### config.mk
export PLATFORM = sky130hd
export DESIGN_NAME = mult_control_unit
export DESIGN_NICKNAME = d
export VERILOG_FILES = /design/src/rtl/mult_pkg.sv /design/src/rtl/mult_control_unit.sv
export SDC_FILE = /design/constraint.sdc
export NUM_CORES = 1
export LEC_CHECK = 0
export CAP_MARGIN = 15
export CELL_PAD_IN_SITES_DETAIL_PLACEMENT = 0
export CELL_PAD_IN_SITES_GLOBAL_PLACEMENT = 1
export CORE_AREA = 8 8 45 47
export CTS_BUF_LIST = sky130_fd_sc_hd__clkbuf_4
export CTS_CLUSTER_DIAMETER = 150
export DETAILED_ROUTE_END_ITERATION = 6
export DIE_AREA = 0 0 53 55
export GPL_ROUTABILITY_DRIVEN = 0
export HOLD_SLACK_MARGIN = 0.12
export PLACE_DENSITY_LB_ADDON = 0.05
export RECOVER_POWER = 25
export SLEW_MARGIN = 0
export SYNTH_ARGS = -nofsm -noshare
export SYNTH_HDL_FRONTEND = slang
export SYNTH_SLANG_ARGS = --single-unit
### constraint.sdc
create_clock -name Clk -period 2.1 [get_ports Clk]
set_input_delay 0.42 -clock Clk [delete_from_list [all_inputs] [get_ports Clk]]
set_output_delay 0.42 -clock Clk [all_outputs]
set_load 0.01 [all_outputs]
### src/rtl/mult_pkg.sv
// Shared types and constants for the signed add-shift multiplier control path.
package mult_pkg;

   localparam int MULT_BITS = 8;

   typedef enum logic [2:0] {
      IDLE  = 3'd0,
      CLR   = 3'd1,
      ADD   = 3'd2,
      SHIFT = 3'd3,
      HOLD  = 3'd4
   } ctrl_state_t;

endpackage

### src/rtl/mult_control_unit.sv
// Sequencer for the 8x8 signed add-shift multiplier: drives clear/load/add/sub/shift
// strobes of the A/B/X datapath and flags completion until Run is released.
module mult_control_unit
   import mult_pkg::*;
#(
   parameter int N_BITS = MULT_BITS,
   parameter int CNT_W  = $clog2(N_BITS)
) (
   input  logic Clk,
   input  logic Reset_n,
   input  logic Run,
   input  logic ClearA_LoadB,
   input  logic M,
   output logic clr_ld,
   output logic clear_AX,
   output logic add_en,
   output logic sub_en,
   output logic shift_en,
   output logic done
);

   localparam logic [CNT_W-1:0] LAST = CNT_W'(N_BITS - 1);

   ctrl_state_t state, state_nxt;
   logic [CNT_W-1:0] cnt, cnt_nxt;

   always_ff @(posedge Clk) begin
      if (!Reset_n) begin
         state <= IDLE;
         cnt   <= '0;
      end else begin
         state <= state_nxt;
         cnt   <= cnt_nxt;
      end
   end

   always_comb begin
      state_nxt = state;
      cnt_nxt   = cnt;
      clr_ld    = 1'b0;
      clear_AX  = 1'b0;
      add_en    = 1'b0;
      sub_en    = 1'b0;
      shift_en  = 1'b0;
      done      = 1'b0;

      unique case (state)
         IDLE: begin
            // Load takes precedence over start; Run is looked at again next cycle.
            if (ClearA_LoadB)
               clr_ld = 1'b1;
            else if (Run)
               state_nxt = CLR;
         end
         CLR: begin
            clear_AX  = 1'b1;
            cnt_nxt   = '0;
            state_nxt = ADD;
         end
         ADD: begin
            // Last partial product carries negative weight in two's complement.
            if (M && (cnt == LAST))
               sub_en = 1'b1;
            else if (M)
               add_en = 1'b1;
            state_nxt = SHIFT;
         end
         SHIFT: begin
            shift_en = 1'b1;
            if (cnt == LAST)
               state_nxt = HOLD;
            else begin
               cnt_nxt   = cnt + CNT_W'(1);
               state_nxt = ADD;
            end
         end
         HOLD: begin
            done = 1'b1;
            if (!Run)
               state_nxt = IDLE;
         end
         default: state_nxt = IDLE;
      endcase
   end

endmodule

==> impl_results.md, run 1 <==
* Inst Count DP at 63
* CP Max Fanout at 6
* Die span in y at 55 um
* DRC errors left at 0
* Clock-pin slew on the worst setup and hold paths at ~0.05 ns
* Layout cells sized above 1 at 12.0%
* Detail Route Antenna Nets at 0
* Root buf cell: clkbuf_4
* Pin count of the biggest net entering global routing at 10
* # setup viols final at 0
* Clock latency at the later pin of the worst-skew pair at 0.24 ns
* Reg2Reg Depth at 4
* Final Worst Setup Slack at 0.0718 ns
* DRT iter0 DRCs at 3
* Ys async rst share at 0%
* Clock Path Buffers at 2
* Top_reg_cell synth: dfxtp_1
* Hold Path End: cnt[2]$_SDFFE_PN0P_
* Most frequent cells after synthesis: dfxtp_1, nor2_1, a21oi_1
* Hold_buf cts at 0
* Worst R2R End: state[1]$_SDFFE_PN0P_
* LEAKAGE at 0.000196 uW
* Overall Global Routing Usage at 7.10%
* Detailed placement HPWL at about 700 um
* Worst r2r src: cnt[0]$_SDFFE_PN0P_
* Cell variety after synth at 20
* Pwr dens at around 590 nW/um^2
* Vias in the first global route at 350
* Endpoints failing hold at 0
* Max IR drop VDD at 323 uV
* Crit. End Element: output port
* Worst-Margin Slew at 0.311 ns
* Fin. max-slew vios at 0
* Drt wl/cell at 14.1 um
* RSZ-0062 raised after global routing: false
* NumNets Final at 59
* Type of the worst setup path: flop to output port
* Hold path cells at 2
* Fmax at a little under 0.5 GHz
* Status: completed
* CTS tree: done
* Minimum clock period at 2.03 ns
* H-tree depth at 1
* # Post-CTS Setup Buffers at 0
* Initial Util at about a quarter
* Via Count at 331
* Fin cells at 66
* Initial antenna violation count at 0
* Worst reg2reg setup slack at 0.70 ns
* Mapped Area at 325 sq um
* Yosys Warn Count at 0
* Max-cap violation count at 0
* Total power at between 200 and 300 uW
* Post-synth EDFFs at 0
* Syn nets at 45
* Slew headroom at 79.3%
* Die W at around 53 um
* Largest cells by area after synthesis: dfxtp_1, ha_1, a21oi_1
* Sequential fraction of the synthesis area at 36.9%
* Register bit count reported by yosys at 6
* Global-route wire length before repair at around 1.5 mm
* Detailed-route wire length at 928 um
* Post-DP Area at around 440 sq um
* # clock sinks at 6
* Top-count cell post-synth: dfxtp_1
* Rows at 14
* Number of diodes at 0
* TritonCTS buffer count at 3
* Vias/cell at 5.02
* Worst hold path type: flop to flop
* # IOs at 11
* Critical Path AT at 1.61 ns
* Yosys top cell by area: dfxtp_1
* Hold path start: cnt[2]$_SDFFE_PN0P_
* Port bufs at 10
* Die Area at 2920 sq um
* Setup WS pre-CTS at -0.0142 ns
* Final Cell Area at 460 sq um
* Core area at roughly 1400 sq um
* Clock skew at 0.000157 ns
* Top-area cell type share of the netlist area at 36.9%
* Mean Syn Cell Area at 8.56 sq um
* Final hold slack at 0.489 ns
* Synth-to-layout area growth at 41.5%
* Grt total ovfl at 0
* Fin crit share at 96.6%
* Crit path launch type: flop
* Cells after Synth at 38
* DR pass1 iterations at 2
* Crit path required time at approximately 1.7 ns
flip-flops by register name (all words and copies together) (netlist names):
| name | count |
|---|---|
| cnt | 3 |
| state | 3 |
worst max-delay path: stages, from the launching register on:
cell	delay, ns
dfxtp_1	0.32
ha_1	0.20
ha_1	0.21
and2_4	0.19
and3_1	0.16
dlygate4sd2_1	0.28
cell usage in the layout, fill, tap and decap left out:
cell type,synthesis,layout
dlygate4sd2_1,0,3
ha_1,2,2
and2_1,2,2
nand2b_4,1,1
dfxtp_1,6,5
nor2_1,5,5
dfxtp_2,0,1
and2_4,1,1
clkdlybuf4s50_1,0,6
nand2b_1,1,1
nor4_1,2,2
or3_1,1,1
and3_1,1,1
o21ai_1,2,2
clkbuf_4,0,3
and2b_1,1,1
a32oi_1,1,1
nand2_1,1,1
inv_1,2,2
nand4b_1,2,2
a21oi_1,4,4
dlygate4sd3_1,0,1
o21ai_0,1,1
a2111oi_1,1,1
worst max-delay path by stage:
stage                           from  endpoint  slack, ns
2_1_floorplan    cnt[0]$_SDFFE_PN0P_    sub_en       0.65
3_3_place_gp            ClearA_LoadB    clr_ld       0.03
3_5_place_dp            ClearA_LoadB    clr_ld      -0.01
4_1_cts        state[0]$_SDFFE_PN0P_  shift_en      0.003
5_1_grt        state[2]$_SDFFE_PN0P_  shift_en      0.005
6_report         cnt[0]$_SDFFE_PN0P_    sub_en       0.07
power by group:
group	total (uW)	internal, uW	leakage [uW]	switching (uW)
registers	125	118	0.0000491	7.39
logic	36.5	19.1	0.000133	17.4
clock network	107	64.7	0.0000138	42.7
routing by layer:
layer  part of all wire (%)  GRT usage (%)  up-vias
met5                      0              0        -
met4                      0           2.59        0
met3                    8.6           5.35        0
met2                     53           12.9       11
met1                     38           5.78      157
li1                       -              -      163
cell families (layout without fill, tap and decap cells):
family	count (synthesis)	count (layout)	share of synthesized area, %
compound gates	9	9	16.5
flops	6	6	36.9
fa+ha+maj	2	2	7.69
simple gates	18	18	35.0
buf+inv	3	15	3.85
area by class of cell:
type / instances / area [sq um]
Clock buffer: 3 / 22.5
Timing Repair Buffer: 10 / 96.3
Inverter: 2 / 7.51
Tap cell: 16 / 20.0
Fill cell: 154 / 923
Sequential cell: 6 / 121
Multi-Input combinational cell: 29 / 193
repair_timing:
item                                    in CTS  in global routing
endpoints found under the setup margin       3                  1
resized for setup                            3                  1
hold endpoints to repair                     0                  0
metrics by stage:
| stage | TNS, ns | utilization, % |
|---|---|---|
| final | 0 | 33.3 |
| after global routing | 0 | 33.3 |
| after CTS | 0 | 33.2 |
| after detailed placement | -0.0142 | 31.8 |
| after global placement | 0 | 31.8 |
| after floorplan | 0 | - |
Note: power is estimated with default switching activity, not from simulation.
==> run 2, diff against run 1 <==
RECOVER_POWER = default   (was 25)
==> impl_results.md, run 2 (synthesized netlist as in run 1, its figures left out) <==
* Critical Path AT at 1.61 ns (about the same)
* Most common cell after layout, fill and taps aside: clkdlybuf4s50_1 (unchanged)
* Number of diodes at 0 (unchanged)
* CP Cell Sequence: ha_1 > ha_1 > and2_4 > and3_1 > dlygate4sd2_1 (unchanged)
* Worst r2r src: cnt[0]$_SDFFE_PN0P_ (unchanged)
* Minimum clock period at 2.03 ns (unchanged)
* Clock-pin slew on the worst setup and hold paths at 0.05 ns (about the same)
* Slew headroom at 79.3% (unchanged)
* Vias in the first global route at 350 (unchanged)
* Overall Global Routing Usage at 7.10% (unchanged)
* Core area at 1380 sq um (unchanged)
* Clock Path Buffers at 2 (unchanged)
* Sw Share at 25.0% (was 25.1%)
* Die Area at 2920 sq um (unchanged)
* Initial Util at 23.5% (unchanged)
* Rows at 14 (unchanged)
* Critical path depth at 5 (unchanged)
* H-tree depth at 1 (unchanged)
* Max-cap violation count at 0 (unchanged)
* Total power at 270 uW (was 269 uW)
* Type of the worst setup path: flop to output port (unchanged)
* Detailed-route wire length at 928 um (unchanged)
* Clock Power Share at 39.8% (was 39.9%)
* Layout cells sized above 1 at 12.0% (unchanged)
* Hold Path End: cnt[2]$_SDFFE_PN0P_ (unchanged)
* Vias/cell at 5.02 (unchanged)
* Synth-to-layout area growth at 41.5% (unchanged)
* Crit path required time at 1.68 ns (about the same)
* Die span in y at 55 um (unchanged)
* Setup WS pre-CTS at -0.0142 ns (unchanged)
* Grt total ovfl at 0 (unchanged)
* Worst R2R End: state[1]$_SDFFE_PN0P_ (unchanged)
* TritonCTS buffer count at 3 (unchanged)
* Int Pwr at 202 uW (about the same)
* Fin crit share at 96.6% (unchanged)
* Drt wl/cell at 14.1 um (unchanged)
* Detail Route Antenna Nets at 0 (unchanged)
* Detailed placement HPWL at 697 um (unchanged)
* CP max stage delay at 0.32 ns (about the same)
* Initial antenna violation count at 0 (unchanged)
* Final hold slack at 0.489 ns (unchanged)
* Critical path's most frequent cell: ha_1 (unchanged)
* Fmax at 0.493 GHz (unchanged)
* CP Max Fanout at 6 (unchanged)
* Worst Setup SP: cnt[0]$_SDFFE_PN0P_ (unchanged)
* Die W at 53 um (unchanged)
* Hold_buf cts at 0 (unchanged)
* Clock latency at the later pin of the worst-skew pair at 0.24 ns (about the same)
* Commonest cells after routing, fill and taps aside: clkdlybuf4s50_1, nor2_1, dfxtp_1, a21oi_1 (unchanged)
* Crit path launch type: flop (unchanged)
* Pwr dens at 586 nW/um^2 (was 585 nW/um^2)
* Slowest cell on crit path: dfxtp_1 (unchanged)
* Hold path cells at 2 (unchanged)
* CTS tree: done (unchanged)
* Endpoints failing hold at 0 (unchanged)
* Combinational power share at 13.7% (was 13.5%)
* Root buf cell: clkbuf_4 (unchanged)
* # setup viols final at 0 (unchanged)
* Sequential Power Share at 46.5% (was 46.6%)
* Reg2Reg Depth at 4 (unchanged)
* Top Registers: cnt: 3 flops, state: 3 flops (unchanged)
* Worst hold path type: flop to flop (unchanged)
* DR pass1 iterations at 2 (unchanged)
* Global-route wire length before repair at 1.48 mm (unchanged)
* Final Worst Setup Slack at 0.0718 ns (unchanged)
* Worst path bufs/invs at 1 (unchanged)
* Fill count at 154 (unchanged)
* # IOs at 11 (unchanged)
* RSZ-0062 raised after global routing: false (unchanged)
* Worst reg2reg setup slack at 0.70 ns (about the same)
* Pin count of the biggest net entering global routing at 10 (unchanged)
* Max IR drop VDD at 323 uV (about the same)
* Port bufs at 10 (unchanged)
* Psw at 67.5 uW (unchanged)
* Crit. End Element: output port (unchanged)
* Fin. max-slew vios at 0 (unchanged)
* Family with the most delay on the worst path: adder cells (unchanged)
* # clock sinks at 6 (unchanged)
* LEAKAGE at 0.000196 uW (about the same)
* Hold path start: cnt[2]$_SDFFE_PN0P_ (unchanged)
* DRC errors left at 0 (unchanged)
* Clock skew at 0.000157 ns (unchanged)
* DRT iter0 DRCs at 3 (unchanged)
* Via Count at 331 (unchanged)
* NumNets Final at 59 (unchanged)
* Status: completed (unchanged)
* Worst-Margin Slew at 0.311 ns (unchanged)
==> run 2: changes by cell type in the layout (fill, tap and decap cells not counted) <==
cell and delta:
clkdlybuf4s50_1 +1, dlygate4sd3_1 -1
==> run 2: layout make-up <==
type	instances	area (sq um)	area share [%]
clock buffer	3	22.5	4.89
inverter	2	7.51	1.63
multi-input combinational	29	193	41.8
sequential	6	121	26.4
tap	16	20.0	4.35
timing repair buffer	10	96.3	20.9
==> run 2: routing by layer <==
metal	routed length, um	up-vias	part of all wire (%)	track usage, %
met1	355	157	38	5.78
met4	0	0	0	2.59
met2	492	11	53	12.9
met3	80	0	8.6	5.35
met5	0	-	0	0
li1	-	163	-	-
==> run 2: worst min-delay path: stages (launching register included) <==
cell	delay [ns]
dfxtp_1	0.31
o21ai_0	0.07
a21oi_1	0.06
==> run 2: metrics by stage <==
stage	std cells	instance area, sq um	utilization, %	TNS, ns
floorplan	38	325	-	0
global placement	63	440	31.8	0
detailed placement	63	440	31.8	-0.0142
CTS	66	459	33.2	0
global route	66	460	33.3	0
finish	66	460	33.3	0
==> run 2: worst max path at each step <==
| stage | endpoint | slack [ns] |
|---|---|---|
| final | sub_en | 0.07 |
| after global routing | shift_en | 0.005 |
| after CTS | shift_en | 0.003 |
| after detailed placement | clr_ld | -0.01 |
| after global placement | clr_ld | 0.03 |
| after floorplan | sub_en | 0.65 |
==> run 2: what timing repair did <==
action,CTS,global route
gates resized for setup,3,1
endpoints found under the setup margin,3,1
pin swaps,0,0
setup buffers,0,0
==> run 2: power by group through the flow <==
stage	combinational, uW	sequential (uW)	clock, uW
global route	41.1	126	120
finish	36.9	125	107
global placement	37.7	127	0
detailed placement	39.3	127	0
CTS	37.5	125	114
floorplan	21.8	123	0
